### src/rtl/mem_dump_streamer.sv
// Streams a block of a byte-wide memory as little-endian 32-bit words over valid/ready.
// Each word takes four back-to-back byte reads, one wait cycle for the last byte, then a hold until accepted.
module mem_dump_streamer #(
    parameter int unsigned ADDR_W = 8,
    parameter int unsigned CNT_W  = 8
) (
    input  logic              clk,
    input  logic              rst,
    input  logic              start,
    input  logic [ADDR_W-1:0] base_addr,
    input  logic [CNT_W-1:0]  num_words,
    input  logic              abort,
    output logic              mem_rd_en,
    output logic [ADDR_W-1:0] mem_addr,
    input  logic [7:0]        mem_rdata,
    output logic              word_valid,
    input  logic              word_ready,
    output logic [31:0]       word_data,
    output logic [ADDR_W-1:0] word_addr,
    output logic              busy,
    output logic              done,
    output logic              error
);

    typedef enum logic [2:0] {
        S_IDLE,
        S_RD,
        S_WT,
        S_OUT,
        S_FIN
    } state_t;

    state_t            state, state_n;
    logic [1:0]        idx, idx_n;
    logic [CNT_W-1:0]  cnt, cnt_n;
    logic [ADDR_W-1:0] cur, cur_n;
    logic              pend, pend_n;
    logic [1:0]        pidx, pidx_n;

    logic              rd_en_n;
    logic [ADDR_W-1:0] addr_n;
    logic              valid_n;
    logic [31:0]       data_n;
    logic [ADDR_W-1:0] waddr_n;
    logic              busy_n;
    logic              done_n;
    logic              error_n;
    logic              kill;

    assign kill = abort && (state != S_IDLE);

    // Next-state and next-output logic; outputs are registered from these values.
    always_comb begin
        state_n = state;
        idx_n   = idx;
        cnt_n   = cnt;
        cur_n   = cur;
        pend_n  = mem_rd_en;
        pidx_n  = mem_addr[1:0];
        rd_en_n = 1'b0;
        addr_n  = mem_addr;
        valid_n = word_valid;
        data_n  = word_data;
        waddr_n = word_addr;
        done_n  = 1'b0;
        error_n = 1'b0;

        // Byte lane is the low address bits of the read issued last cycle (base is word aligned).
        if (pend && !kill) begin
            data_n[{pidx, 3'b000} +: 8] = mem_rdata;
        end

        unique case (state)
            S_IDLE: begin
                if (start) begin
                    if (base_addr[1:0] != 2'b00) begin
                        error_n = 1'b1;
                    end else if (num_words == CNT_W'(0)) begin
                        done_n = 1'b1;
                    end else begin
                        state_n = S_RD;
                        cnt_n   = num_words;
                        cur_n   = base_addr;
                        idx_n   = 2'd0;
                        addr_n  = base_addr;
                        rd_en_n = 1'b1;
                    end
                end
            end
            S_RD: begin
                if (idx == 2'd3) begin
                    state_n = S_WT;
                end else begin
                    idx_n   = idx + 2'd1;
                    rd_en_n = 1'b1;
                    addr_n  = cur + ADDR_W'(idx_n);
                end
            end
            S_WT: begin
                state_n = S_OUT;
                valid_n = 1'b1;
                waddr_n = cur;
            end
            S_OUT: begin
                if (word_ready) begin
                    valid_n = 1'b0;
                    cnt_n   = cnt - CNT_W'(1);
                    if (cnt == CNT_W'(1)) begin
                        state_n = S_FIN;
                    end else begin
                        state_n = S_RD;
                        cur_n   = cur + ADDR_W'(4);
                        addr_n  = cur + ADDR_W'(4);
                        idx_n   = 2'd0;
                        rd_en_n = 1'b1;
                    end
                end
            end
            S_FIN: begin
                state_n = S_IDLE;
                done_n  = 1'b1;
            end
            default: begin
                state_n = S_IDLE;
            end
        endcase

        // Abort overrides everything: drop reads in flight and suppress done.
        if (kill) begin
            state_n = S_IDLE;
            rd_en_n = 1'b0;
            valid_n = 1'b0;
            done_n  = 1'b0;
            pend_n  = 1'b0;
        end

        // busy stays high through the done pulse cycle.
        busy_n = (state_n != S_IDLE) || done_n;
    end

    // State and output registers with synchronous active-low reset.
    always_ff @(posedge clk) begin
        if (!rst) begin
            state      <= S_IDLE;
            idx        <= 2'd0;
            cnt        <= '0;
            cur        <= '0;
            pend       <= 1'b0;
            pidx       <= 2'd0;
            mem_rd_en  <= 1'b0;
            mem_addr   <= '0;
            word_valid <= 1'b0;
            word_data  <= '0;
            word_addr  <= '0;
            busy       <= 1'b0;
            done       <= 1'b0;
            error      <= 1'b0;
        end else begin
            state      <= state_n;
            idx        <= idx_n;
            cnt        <= cnt_n;
            cur        <= cur_n;
            pend       <= pend_n;
            pidx       <= pidx_n;
            mem_rd_en  <= rd_en_n;
            mem_addr   <= addr_n;
            word_valid <= valid_n;
            word_data  <= data_n;
            word_addr  <= waddr_n;
            busy       <= busy_n;
            done       <= done_n;
            error      <= error_n;
        end
    end

endmodule

### config.mk
export PLATFORM = sky130hd
export DESIGN_NAME = mem_dump_streamer
export DESIGN_NICKNAME = d
export VERILOG_FILES = /design/src/rtl/mem_dump_streamer.sv
export SDC_FILE = /design/constraint.sdc
export NUM_CORES = 1
export LEC_CHECK = 0
export ABC_AREA = 1
export ABC_CLOCK_PERIOD_IN_PS = 1800
export BUFFER_PORTS_ARGS = -buffer_cell sky130_fd_sc_hd__buf_4
export CORE_MARGIN = 1
export CORE_UTILIZATION = 49
export CTS_CLUSTER_SIZE = 25
export DETAILED_ROUTE_END_ITERATION = 7
export GPL_ROUTABILITY_DRIVEN = 0
export PLACE_DENSITY = 0.81
export REMOVE_ABC_BUFFERS = 1
export SLEW_MARGIN = 20
export SYNTH_ARGS = -nofsm -noshare
export SYNTH_HDL_FRONTEND = slang
export SYNTH_SLANG_ARGS = --single-unit
### constraint.sdc
create_clock -name clk -period 1.8 [get_ports clk]
set_input_delay 0.09 -clock clk [delete_from_list [all_inputs] [get_ports clk]]
set_output_delay 0.09 -clock clk [all_outputs]
set_load 0.03 [all_outputs]
=== After elaboration in Yosys (flattened, before gate mapping) ===
Index checks and enable logic that the tools add are counted.

* Register bits: 77
* Bits of input ports: 29
* Output and inout port bits: 53
* Logic and storage cells: 96

* Add/sub/neg operators: 5
* Equality and inequality tests: 12
* Shifts and indexed selects: 2
* Muxes and demuxes: 44
* Bitwise gates (word level): 1
* Reduce and logical (&&, ||, !) cells: 18

{| class="wikitable"
|+ Operators with widths
! kind !! count
|-
| 2-to-1 mux 8 bit || 10
|-
| bitwise mux 32 bit || 1
|-
| one-hot mux 8 bit (2 select lines) || 2
|-
| variable shift 8 x 7 -> 32 bit, first input constant || 1
|-
| variable part select 8 x 7 -> 32 bit || 1
|-
| one-hot mux 8 bit (3 select lines) || 1
|-
| 2-to-1 mux 3 bit || 7
|-
| 2-to-1 mux 1 bit || 12
|-
| 2-to-1 mux 2 bit || 6
|-
| != test 2 bit, second input constant || 6
|-
| one-hot mux 3 bit (4 select lines) || 1
|-
| nonzero test 3 bit || 3
|-
| adder 8 x 2 -> 8 bit || 1
|-
| adder 8 x 3 -> 8 bit, second input constant || 1
|-
| == test 8 x 1 -> 1 bit, second input constant || 1
|-
| logical NOT 8 bit || 1
|-
| subtractor 8 x 1 -> 8 bit, second input constant || 1
|-
| negator 5 -> 7 bit || 1
|-
| AND reduction 7 bit || 1
|-
| == test 3 x 2 -> 1 bit, second input constant || 2
|-
| one-hot mux 2 bit (3 select lines) || 1
|-
| AND reduction 6 bit || 1
|-
| nonzero test 2 bit || 3
|-
| AND reduction 5 bit || 1
|-
| 14 further kinds || 16
|}

=== Longest topological paths before layout ===
Gate-level depths: netlist of the first run.

* Word-level depth: 8
* Depth in mapped cells: 11
* Depth with buffers taken out: 11

=== Worst setup path after synthesis of the first run ===
No wires, ideal clock.

* Kind: reg2reg
* Start point: register pidx[0]
* End point: register word_data[16]
* Library setup time: 0.070 ns
* Arrival time: 1.671 ns
* Data required time: 1.730 ns
* Slack: 0.059 ns
* Stages on the path, launching flop included: 9
* Buffers on the path: 2
* Period minus slack after synthesis: 1.741 ns
* Cell sequence: dfxtp_1 -> buf_2 -> inv_1 -> ha_1 -> clkbuf_1 -> nand2_1 -> nor3_1 -> nand2_1 -> a21oi_1

* Longest elaborated chain between the ends: 3
* Elaborated cells between the ends (all ways): 4
* Classes of those cells: 1 x add/sub; 2 x shift; 1 x mux

{| class="wikitable"
|+ RTL lines
! item !! line !! RTL
|-
| start: declaration || 38 || <nowiki>logic [1:0] pidx, pidx_n;</nowiki>
|-
| start signal: assignment || 164 || <nowiki>pidx <= pidx_n;</nowiki>
|-
| negator 5 -> 7 bit (*) || 70 || <nowiki>data_n[{pidx, 3'b000} +: 8] = mem_rdata;</nowiki>
|-
| variable part select 8 x 7 -> 32 bit or variable shift 8 x 7 -> 32 bit (tied branches) || 70 ||
|-
| bitwise mux 32 bit (*) || 70 ||
|-
| end signal: assignment || 168 || <nowiki>word_data <= data_n;</nowiki>
|-
| end: declaration || 18 || <nowiki>output logic [31:0] word_data,</nowiki>
|}

Every way passes the cells marked *; elsewhere a longest branch is shown, timed or not.
A chain may end at the register's enable or synchronous reset.

=== Worst setup path after layout of the first run ===
* Start point: register idx[0]
* End point: register mem_addr[6]

* Longest elaborated chain between the ends: 4
* Elaborated cells between the ends (all ways): 7
* Classes of those cells: 2 x add/sub; 2 x eq/ne; 2 x mux; 1 x reduce/logical

{| class="wikitable"
|+ RTL lines
! item !! line !! RTL
|-
| start: declaration || 34 || <nowiki>logic [1:0] idx, idx_n;</nowiki>
|-
| start signal: assignment || 160 || <nowiki>idx <= idx_n;</nowiki>
|-
| adder 2 x 1 -> 2 bit || 94 || <nowiki>idx_n = idx + 2'd1;</nowiki>
|-
| adder 8 x 2 -> 8 bit || 96 || <nowiki>addr_n = cur + ADDR_W'(idx_n);</nowiki>
|-
| 2-to-1 mux 8 bit || 91 || <nowiki>if (idx == 2'd3) begin</nowiki>
|-
| one-hot mux 8 bit (3 select lines) || 73 || <nowiki>unique case (state)</nowiki>
|-
| end signal: assignment || 166 || <nowiki>mem_addr <= addr_n;</nowiki>
|-
| end: declaration || 14 || <nowiki>output logic [ADDR_W-1:0] mem_addr,</nowiki>
|}

Parallel ways exist; a longest one is shown, timed or not. The select of a mux whose other input is x is not followed.

==> key figures, run 1 <==
Floorplan
  • Die Area: 8340 sq um
  • Die Span X: 91.3 um
  • Initial Utilization: 50.6%
  • Placeable core region: 7730 sq um
  • Std cell rows: 32
  • Die height: 91.3 um
  • I/O pins: 82

Final layout
  • Area growth from synthesis to layout: 26.2%
  • Layout cell share with drive strength beyond 1: 23.2%
  • Final design area excluding fillers: 4940 sq um
  • Diodes inserted: 0
  • Number of nets in the final layout: 699

Global routing
  • Global-route wire length before repair: 17000 um
  • Pin count of the biggest net entering global routing: 38
  • GRT Overall Usage: 25.1%
  • Total congestion overflow after global routing: 0
  • Number of antenna violations at the first check in global routing: 0
  • Via count of the first global-routing pass: 3904

STA
  • Fraction of the cycle the final worst path needs: 94.6%
  • Final sum of negative setup slack: 0 ns
  • Final critical path time including I/O delays and setup: 1.70 ns
  • Max-slew violation count: 0
  • RSZ-0062 raised after global routing: yes
  • Worst path setup slack after routing: 0.0978 ns
  • Worst max-slew margin expressed relative to the limit: 54.7%
  • Total count of hold-check failures in the final report: 0
  • Max Fclk: 587 MHz
  • Final setup violating endpoints: 0
  • Worst-margin pin slew: 0.678 ns
  • Final worst clock skew: 0.00564 ns

Critical path
  • Critical-path cell list: ha_4 > inv_1 > fa_2 > inv_2 > nand2_2 > o21ai_1 > nand3_1 > nand3_1 > nor2_1 > nor2_1
  • Maximum fanout along the worst path: 4
  • Kind of cell adding the most delay to the critical path: adder cells
  • Setup crit start kind: register
  • Largest stage delay on the critical path: 0.37 ns
  • Required @ worst endpoint: 2.09 ns
  • Worst setup path class: register to register
  • Crit. End Element: register
  • Worst path arrival time: 1.99 ns
  • Buf+Inv Stages, Crit Path: 2
  • CP max-delay cell: dfxtp_4

Clock tree
  • Number of clock sinks seen by CTS: 77
  • CTS tree: built
  • Cts bufs inserted: 9
  • Post-cts hold buffer count: 0
  • Max clock buf depth: 2
  • CTS HTree Levels: 3
  • Clock Latency Late Sink: 0.35 ns
  • Clock input transition at the sequential cells of the worst setup and hold paths: 0.08 ns
  • Buffer type at the clock tree root: clkbuf_8

Route
  • Via count normalized by instance count: 5.35
  • WL per Instance: 13.3 um
  • Starting DRT DRC Count: 172
  • Vias post-DR: 4092
  • Drt drc: 0
  • Count of nets left with antenna violations after detail routing: 0
  • Pre-Repair DR Iteration Count: 5
  • Sum of routed wire length over all layers: 10200 um

Pwr
  • Leak pwr: 2.29 nW
  • Internal power: 2.77 mW
  • Switching share of total power: 28.4%
  • Power share of the sequential group: 46.9%
  • Final Power: 3.86 mW
  • Cell Pwr Density: 783 nW/um^2
  • Worst ir drop on vdd: 0.000558 V
  • Combinational cell fraction of total power: 15.9%
  • Part of the total power dissipated in the clock network: 37.2%
  • Reported net switching power: 1.10 mW

Outcome
  • Result of the run: finished clean

Synthesis
  • Main synth FF type: dfxtp_1
  • Synthesized instance count: 569
  • Count of warnings emitted by yosys: 0
  • Netlist Area Pre-Place: 3910 sq um
  • Share of synthesized flip-flops with an asynchronous set or reset: 0%
  • Fraction of the yosys area taken by sequential cells: 39.4%
  • Average cell area after synthesis: 6.87 sq um
  • #FFs+latches synth: 77
  • Count of flip-flops with a built-in enable after synthesis: 0
  • Number of distinct library cells after synthesis: 35

Placed design
  • Half-perimeter wire length after detailed placement: 7550 um
  • Setup WS pre-CTS: -0.0516 ns
  • # port buffers: 81
  • Area after DPL: 4670 sq um

Worst hold path
  • Worst min-delay path category: input port to register

Run
  • Max-capacitance violation count: 0
==> kinds of logic (layout without fill, tap and decap cells) <==
family                     after synthesis  in the layout  synth area share, %
and+or+nand+nor                        310            310                 35.4
AOI/OAI and AO/OA                       94             94                 12.7
DFF                                     77             77                 39.4
buffers and inverters                   74            168                 8.03
adders and majority gates               12             12                 4.03
xor gates and xnor gates                 2              2                0.448
==> synth_stat cells, types with 3 or more instances <==
cell type / n / area (sq um)
a21oi_1: 51 / 255
buf_1: 3 / 11.3
buf_2: 4 / 20.0
buf_6: 3 / 33.8
clkbuf_1: 9 / 33.8
dfxtp_1: 77 / 1540
ha_1: 11 / 138
inv_1: 44 / 165
inv_2: 8 / 30.0
nand2_1: 128 / 480
nand2_2: 5 / 31.3
nand2_4: 4 / 45.0
nand3_1: 50 / 250
nand3b_1: 5 / 37.5
nand4_1: 7 / 43.8
nor2_1: 87 / 327
nor2_4: 4 / 45.0
nor3_1: 13 / 65.1
nor4_1: 3 / 18.8
o21ai_0: 23 / 115
o21ai_1: 12 / 60.1
==> layout make-up <==
class / count / area, sq um
clock buffer: 10 / 128
clock inverter: 6 / 87.6
tap: 102 / 128
inverter: 54 / 208
sequential: 77 / 1550
multi-input combinational: 418 / 2090
fill: 696 / 2790
timing repair buffer: 98 / 748
==> cells in the final DEF (no fill, tap or decap), drive strengths merged <==
| cell | n |
|---|---|
| nand2 | 137 |
| dfxtp | 77 |
| nor2 | 92 |
| o211ai | 1 |
| clkinv | 4 |
| a21boi | 1 |
| bufinv | 2 |
| nand4 | 7 |
| o221ai | 2 |
| xor2 | 2 |
| clkbuf | 10 |
| nor3 | 13 |
| nor4 | 3 |
| ha | 11 |
| buf | 98 |
| inv | 54 |
| nand3 | 52 |
| a21oi | 53 |
| or2 | 1 |
| nand3b | 5 |
| fa | 1 |
| o21ai | 36 |
| a21o | 1 |
==> power by group through the flow <==
stage	combinational, mW	clock [mW]	sequential, mW
2_1_floorplan	0.317	0	1.89
3_3_place_gp	0.578	0	1.85
3_5_place_dp	0.596	0	1.85
4_1_cts	0.602	1.46	1.81
5_1_grt	0.675	1.53	1.82
6_report	0.614	1.44	1.81
==> per-layer routing <==
layer,vias to the layer above,track usage [%],share of wire (%)
met5,-,0,0
met4,0,10.4,2.6
met3,30,4.36,7.7
met2,192,43.3,47
met1,1844,30.9,42
li1,2026,-,-
==> worst min-delay path, cell delays in order <==
cell	delay, ns
buf_4	0.13
nand3_1	0.07
a21oi_1	0.06
==> state kept, by name (all words and copies together) (netlist names), 2 cells and up <==
register,cells
pidx,2
word_addr,8
mem_addr,8
cur,8
word_data,32
state,3
idx,2
cnt,8
==> metrics by stage <==
stage	hold WS [ns]	utilization [%]	std cells
6_report	0.0435	63.9	765
3_5_place_dp	0.400	60.5	748
5_1_grt	0.0435	63.9	765
2_1_floorplan	0.188	-	549
4_1_cts	0.0274	63.5	764
3_3_place_gp	0.403	60.5	748
==> path summary, 6_finish.rpt <==
path | startpoint | endpoint | slack, ns | cells after the start
setup reg to reg | idx[0]$_SDFFE_PN0P_ | mem_addr[6]$_SDFFE_PN0P_ | 0.1 | 10
hold reg to reg | mem_rd_en$_SDFF_PP0_ | pend$_SDFF_PP0_ | 0.43 | 2
setup / recovery | idx[0]$_SDFFE_PN0P_ | mem_addr[6]$_SDFFE_PN0P_ | 0.1 | 10
hold / removal | mem_rdata[5] | word_data[13]$_SDFFE_PN0P_ | 0.04 | 3
==> what timing repair did <==
item,4_1_cts,5_1_grt
setup endpoints to repair,1,4
resized for setup,2,12
buffers inserted,0,1
endpoints found under the hold margin,0,0
pin swaps,1,8
No activity file was read; power rests on OpenSTA's default activity.
==> inputs of run 2 (changes only) <==
- HOLD_SLACK_MARGIN: default -> 0.12
==> run 2 against run 1 <==
- combinational power is 5.5% higher
- maximum frequency hardly changed
- via count is 2.1% higher
- sequential cell count is the same
- core utilization up 2.3 points
- cell area is 3.6% higher
- die area is the same
- cell count increased by 2.4%
- non-clock buffer count increased by 18
- sequential share of layout area decreased by 1.1 points
- hold slack improved by 0.086 ns
- critical path type unchanged
- highest routed layer unchanged
==> key figures, run 2 (synthesis results as in run 1) <==
Final layout
  • Commonest cells after routing, fill and taps aside: 127 x nand2_1, 97 x buf_4, 87 x nor2_1, 75 x dfxtp_1, 51 x a21oi_1
  • Max FFs per register: 32
  • Number of nets in the final layout: 717
  • Cell Count, Final, Fillers Out: 783
  • Layout cell share with drive strength beyond 1: 22.6%
  • Diodes inserted: 0
  • Most frequent standard cell in the layout excluding fill and tap cells: nand2_1
  • Area growth from synthesis to layout: 30.8%
  • Top register by number of flip-flops: word_data

Route
  • WL per Instance: 13.3 um
  • Vias post-DR: 4178
  • Starting DRT DRC Count: 179
  • Pre-Repair DR Iteration Count: 5
  • Count of nets left with antenna violations after detail routing: 0
  • Drt drc: 0
  • Via count normalized by instance count: 5.34
  • Sum of routed wire length over all layers: 10500 um

Critical path
  • Number of cells on the worst reg-to-reg path: 10
  • Required @ worst endpoint: 2.09 ns
  • Kind of cell adding the most delay to the critical path: adder cells
  • Critical-path cell list: ha_4 > inv_1 > fa_2 > inv_2 > nand2_2 > o21ai_1 > nand3_1 > nand3_1 > nor2_1 > nor2_1
  • Maximum fanout along the worst path: 4
  • Crit. End Element: register
  • Worst path arrival time: 1.99 ns
  • Worst reg2reg setup slack: 0.1 ns
  • CP max-delay cell: dfxtp_4
  • FF-to-FF End: mem_addr[6]$_SDFFE_PN0P_
  • Buf+Inv Stages, Crit Path: 2
  • Worst setup path class: register to register
  • Largest stage delay on the critical path: 0.37 ns
  • Reg-to-Reg Start: idx[0]$_SDFFE_PN0P_
  • Setup crit start kind: register

Global routing
  • Total congestion overflow after global routing: 0
  • Global-route wire length before repair: 17400 um
  • Number of antenna violations at the first check in global routing: 0
  • GRT Overall Usage: 25.7%
  • Pin count of the biggest net entering global routing: 38
  • Via count of the first global-routing pass: 4008

Outcome
  • Result of the run: finished clean

STA
  • RSZ-0062 raised after global routing: yes
  • Fraction of the cycle the final worst path needs: 94.6%
  • Worst-margin pin slew: 0.688 ns
  • Final setup violating endpoints: 0
  • Total count of hold-check failures in the final report: 0
  • Worst path setup slack after routing: 0.0972 ns
  • Max Fclk: 587 MHz
  • Final critical path time including I/O delays and setup: 1.70 ns
  • Max-slew violation count: 0
  • Final worst clock skew: 0.00518 ns
  • Worst max-slew margin expressed relative to the limit: 54.1%

Run
  • Max-capacitance violation count: 0

Clock tree
  • CTS HTree Levels: 3
  • Cts bufs inserted: 9
  • Max clock buf depth: 2
  • Clock Latency Late Sink: 0.35 ns
  • Buffer type at the clock tree root: clkbuf_8
  • Number of clock sinks seen by CTS: 77
  • Clock input transition at the sequential cells of the worst setup and hold paths: 0.08 ns
  • CTS tree: built

Floorplan
  • Die height: 91.3 um
  • Std cell rows: 32
  • Die Area: 8340 sq um
  • I/O pins: 82
  • Die Span X: 91.3 um
  • Placeable core region: 7730 sq um
  • Initial Utilization: 50.6%

Pwr
  • Worst ir drop on vdd: 0.000558 V
  • Leak pwr: 2.37 nW
  • Cell Pwr Density: 762 nW/um^2

Placed design
  • Placed instance count: 748
  • # port buffers: 81
  • Setup WS pre-CTS: -0.0516 ns
  • Half-perimeter wire length after detailed placement: 7550 um

Worst hold path
  • Cell depth of the worst hold path: 5
  • Sink of the worst hold path: mem_addr[5]$_SDFFE_PN0P_
  • Beginning of the worst hold path: base_addr[5]
  • Worst min-delay path category: input port to register
run 2: cell count changes in the layout (fill, tap and decap cells not counted), sizes merged:
cell / previous run / this run
dlygate4sd3: 0 / 18
run 2: layout make-up:
class	instances	area [sq um]
clock buffer	10	128
clock inverter	6	87.6
fill	670	2610
inverter	54	208
multi-input combinational	418	2090
sequential	77	1550
tap	102	128
timing repair buffer	116	928
run 2: worst max path at each step:
stage	from	depth (start not counted)	to	slack [ns]
2_1_floorplan	pidx[0]$_SDFF_PN0_	7	word_data[3]$_SDFFE_PN0P_	-0.02
3_3_place_gp	idx[0]$_SDFFE_PN0P_	10	mem_addr[6]$_SDFFE_PN0P_	0.04
3_5_place_dp	idx[0]$_SDFFE_PN0P_	10	mem_addr[6]$_SDFFE_PN0P_	-0.05
4_1_cts	idx[0]$_SDFFE_PN0P_	10	mem_addr[6]$_SDFFE_PN0P_	0.01
5_1_grt	idx[0]$_SDFFE_PN0P_	10	mem_addr[6]$_SDFFE_PN0P_	-0.01
6_report	idx[0]$_SDFFE_PN0P_	10	mem_addr[6]$_SDFFE_PN0P_	0.1
run 2: worst reg2reg max path, cell delays in order (launching register included):
cell	delay (ns)
dfxtp_4	0.37
ha_4	0.27
inv_1	0.04
fa_2	0.35
inv_2	0.09
nand2_2	0.06
o21ai_1	0.14
nand3_1	0.11
nand3_1	0.11
nor2_1	0.05
nor2_1	0.08
run 2: metrics by stage:
stage / power (mW) / TNS (ns) / util, % / area [sq um] / hold slack [ns]
after global routing: 4.06 / -0.0119 / 66.2 / 5120 / 0.145
final: 3.90 / 0 / 66.2 / 5120 / 0.129
after detailed placement: 2.44 / -0.0516 / 60.5 / 4670 / 0.400
after CTS: 3.90 / 0 / 65.8 / 5080 / 0.122
after global placement: 2.42 / 0 / 60.5 / 4670 / 0.403
after floorplan: 2.21 / -0.0937 / - / 3800 / 0.188
run 2: metal layers:
| metal | vias up | GRT usage [%] | share of wire (%) |
|---|---|---|---|
| li1 | 2062 | - | - |
| met1 | 1908 | 30.9 | 43 |
| met2 | 177 | 45.1 | 48 |
| met3 | 31 | 4.36 | 6.4 |
| met4 | 0 | 10.4 | 2.4 |
| met5 | - | 0 | 0 |
run 2: what timing repair did:
action | in CTS | in global routing
endpoints found under the hold margin | 24 | 0
endpoints found under the setup margin | 1 | 4
pin swaps | 1 | 8
cloned | 0 | 0
gates resized for setup | 2 | 12
buffers inserted | 0 | 1
hold buffers | 18 | 0
run 2: power breakdown:
part	internal, mW	switching (mW)
sequential	1.76	0.0515
combinational	0.249	0.399
clock	0.782	0.655
total	2.79	1.10
==> inputs of run 3 (changes only) <==
- PLACE_DENSITY: 0.81 -> 0.85
- TNS_END_PERCENT: default -> 100
==> run 3 against run 2 <==
- combinational power is essentially flat
- global-route usage increased by 0.39 points
- critical endpoint unchanged
- largest cell class unchanged
- register-to-register slack worse by 0.03 ns
- clock skew up 0.0021 ns
- hold slack lost 0.014 ns
- sequential cell count unchanged
==> key figures, run 3 (synthesis results as in run 1) <==
Outcome
  • Result of the run: finished clean

Worst hold path
  • Beginning of the worst hold path: base_addr[6]
  • Sink of the worst hold path: mem_addr[6]$_SDFFE_PN0P_
  • Cell depth of the worst hold path: 5
  • Worst min-delay path category: input port to register

Placed design
  • # port buffers: 81
  • Half-perimeter wire length after detailed placement: 7440 um
  • Placed instance count: 748
  • Area after DPL: 4670 sq um
  • Setup WS pre-CTS: -0.0900 ns

Final layout
  • Max FFs per register: 32
  • Final design area excluding fillers: 5110 sq um
  • Layout cell share with drive strength beyond 1: 21.6%
  • Top register by number of flip-flops: word_data
  • Core utilization of the finished layout: 66.1%
  • Commonest cells after routing, fill and taps aside: 127 x nand2_1, 96 x buf_4, 87 x nor2_1, 75 x dfxtp_1, 51 x a21oi_1
  • Cell Count, Final, Fillers Out: 783
  • Most frequent standard cell in the layout excluding fill and tap cells: nand2_1
  • Number of nets in the final layout: 719
  • Area growth from synthesis to layout: 30.6%
  • Diodes inserted: 0

STA
  • Final critical path time including I/O delays and setup: 1.73 ns
  • Hold Slack: 0.116 ns
  • Final sum of negative setup slack: 0 ns
  • Worst max-slew margin expressed relative to the limit: 76.9%
  • Final setup violating endpoints: 0
  • RSZ-0062 raised after global routing: no
  • Total count of hold-check failures in the final report: 0
  • Max-slew violation count: 0
  • Worst-margin pin slew: 0.343 ns
  • Final worst clock skew: 0.00729 ns
  • Worst path setup slack after routing: 0.0684 ns
  • Fraction of the cycle the final worst path needs: 96.2%
  • Max Fclk: 578 MHz

Route
  • Count of nets left with antenna violations after detail routing: 0
  • Pre-Repair DR Iteration Count: 5
  • WL per Instance: 13.2 um
  • Sum of routed wire length over all layers: 10400 um
  • Drt drc: 0
  • Vias post-DR: 4132
  • Via count normalized by instance count: 5.28
  • Starting DRT DRC Count: 156

Critical path
  • Kind of cell adding the most delay to the critical path: adder cells
  • Worst reg2reg setup slack: 0.07 ns
  • Setup crit start kind: register
  • Buf+Inv Stages, Crit Path: 2
  • Crit. End Element: register
  • FF-to-FF End: mem_addr[6]$_SDFFE_PN0P_
  • Maximum fanout along the worst path: 4
  • Required @ worst endpoint: 2.08 ns
  • Critical-path cell list: ha_4 > inv_1 > fa_2 > inv_2 > nand2_1 > o21ai_1 > nand3_1 > nand3_1 > nor2_1 > nor2_1
  • Number of cells on the worst reg-to-reg path: 10
  • CP max-delay cell: fa_2
  • Reg-to-Reg Start: idx[0]$_SDFFE_PN0P_
  • Largest stage delay on the critical path: 0.38 ns
  • Worst setup path class: register to register
  • Worst path arrival time: 2.01 ns

Clock tree
  • CTS tree: built
  • Cts bufs inserted: 9
  • Buffer type at the clock tree root: clkbuf_8
  • Post-CTS setup buffers: 0
  • Clock Latency Late Sink: 0.35 ns
  • Number of clock sinks seen by CTS: 77
  • CTS HTree Levels: 3
  • Clock input transition at the sequential cells of the worst setup and hold paths: 0.08 ns
  • Max clock buf depth: 2

Floorplan
  • Std cell rows: 32
  • I/O pins: 82
  • Die height: 91.3 um
  • Die Area: 8340 sq um
  • Placeable core region: 7730 sq um
  • Initial Utilization: 50.6%
  • Die Span X: 91.3 um

Global routing
  • Number of antenna violations at the first check in global routing: 0
  • GRT Overall Usage: 26.0%
  • Total congestion overflow after global routing: 0
  • Met2 GRT Util: 45.3%
  • Global-route wire length before repair: 17400 um
  • Global Route met1 Usage: 30.8%
  • Via count of the first global-routing pass: 3931
  • Met3 Track Usage GR: 5.95%
  • Most crowded layer after global routing: met2
  • Pin count of the biggest net entering global routing: 23

Run
  • Max-capacitance violation count: 0

Pwr
  • Worst ir drop on vdd: 0.000379 V
  • Leak pwr: 2.37 nW
  • Cell Pwr Density: 750 nW/um^2
  • Final Power: 3.83 mW
==> run 3: cell types whose count changed in the layout (fill, tap and decap cells not counted), sizes merged <==
cell / previous run / this run
buf: 98 / 97
clkbuf: 10 / 9
clkinv: 4 / 2
clkinvlp: 0 / 1
dlygate4sd3: 18 / 21
==> run 3: final cells by class <==
cell class / instances / area (sq um)
Tap cell: 102 / 128
Clock buffer: 9 / 124
Timing Repair Buffer: 118 / 951
Inverter: 54 / 210
Clock inverter: 5 / 77.6
Multi-Input combinational cell: 418 / 2070
Sequential cell: 77 / 1540
Fill cell: 665 / 2620
==> run 3: what timing repair did <==
item | 4_1_cts | 5_1_grt
gates resized for setup | 4 | 4
hold buffers | 21 | 0
hold endpoints to repair | 33 | 0
setup endpoints to repair | 1 | 8
pin swaps | 1 | 1
==> run 3: how the worst max path moves through the flow <==
| stage | startpoint | endpoint | slack (ns) | cells after the start |
|---|---|---|---|---|
| final | idx[0]$_SDFFE_PN0P_ | mem_addr[6]$_SDFFE_PN0P_ | 0.07 | 10 |
| after detailed placement | idx[0]$_SDFFE_PN0P_ | mem_addr[6]$_SDFFE_PN0P_ | -0.09 | 10 |
| after CTS | idx[0]$_SDFFE_PN0P_ | mem_addr[6]$_SDFFE_PN0P_ | 0.05 | 10 |
| after global placement | idx[0]$_SDFFE_PN0P_ | mem_addr[6]$_SDFFE_PN0P_ | 0.03 | 10 |
| after floorplan | pidx[0]$_SDFF_PN0_ | word_data[3]$_SDFFE_PN0P_ | -0.02 | 7 |
| after global routing | idx[0]$_SDFFE_PN0P_ | mem_addr[6]$_SDFFE_PN0P_ | 0.003 | 10 |
==> run 3: metal layers <==
layer	part of all wire (%)	vias up	wire (um)
li1	-	2065	-
met1	41	1846	4230
met2	48	188	4990
met3	8.5	33	880
met4	2.6	0	267
met5	0	-	0
==> run 3: worst reg2reg max path, cell delays in order (launching register included) <==
cell	delay, ns
dfxtp_2	0.36
ha_4	0.28
inv_1	0.05
fa_2	0.38
inv_2	0.08
nand2_1	0.07
o21ai_1	0.14
nand3_1	0.09
nand3_1	0.07
nor2_1	0.05
nor2_1	0.09
==> run 3: power breakdown <==
| group | internal [mW] | total [mW] | switching [mW] |
|---|---|---|---|
| logic | 0.255 | 0.651 | 0.395 |
| registers | 1.76 | 1.81 | 0.0501 |
| clock network | 0.760 | 1.37 | 0.610 |
| total | 2.78 | 3.83 | 1.06 |
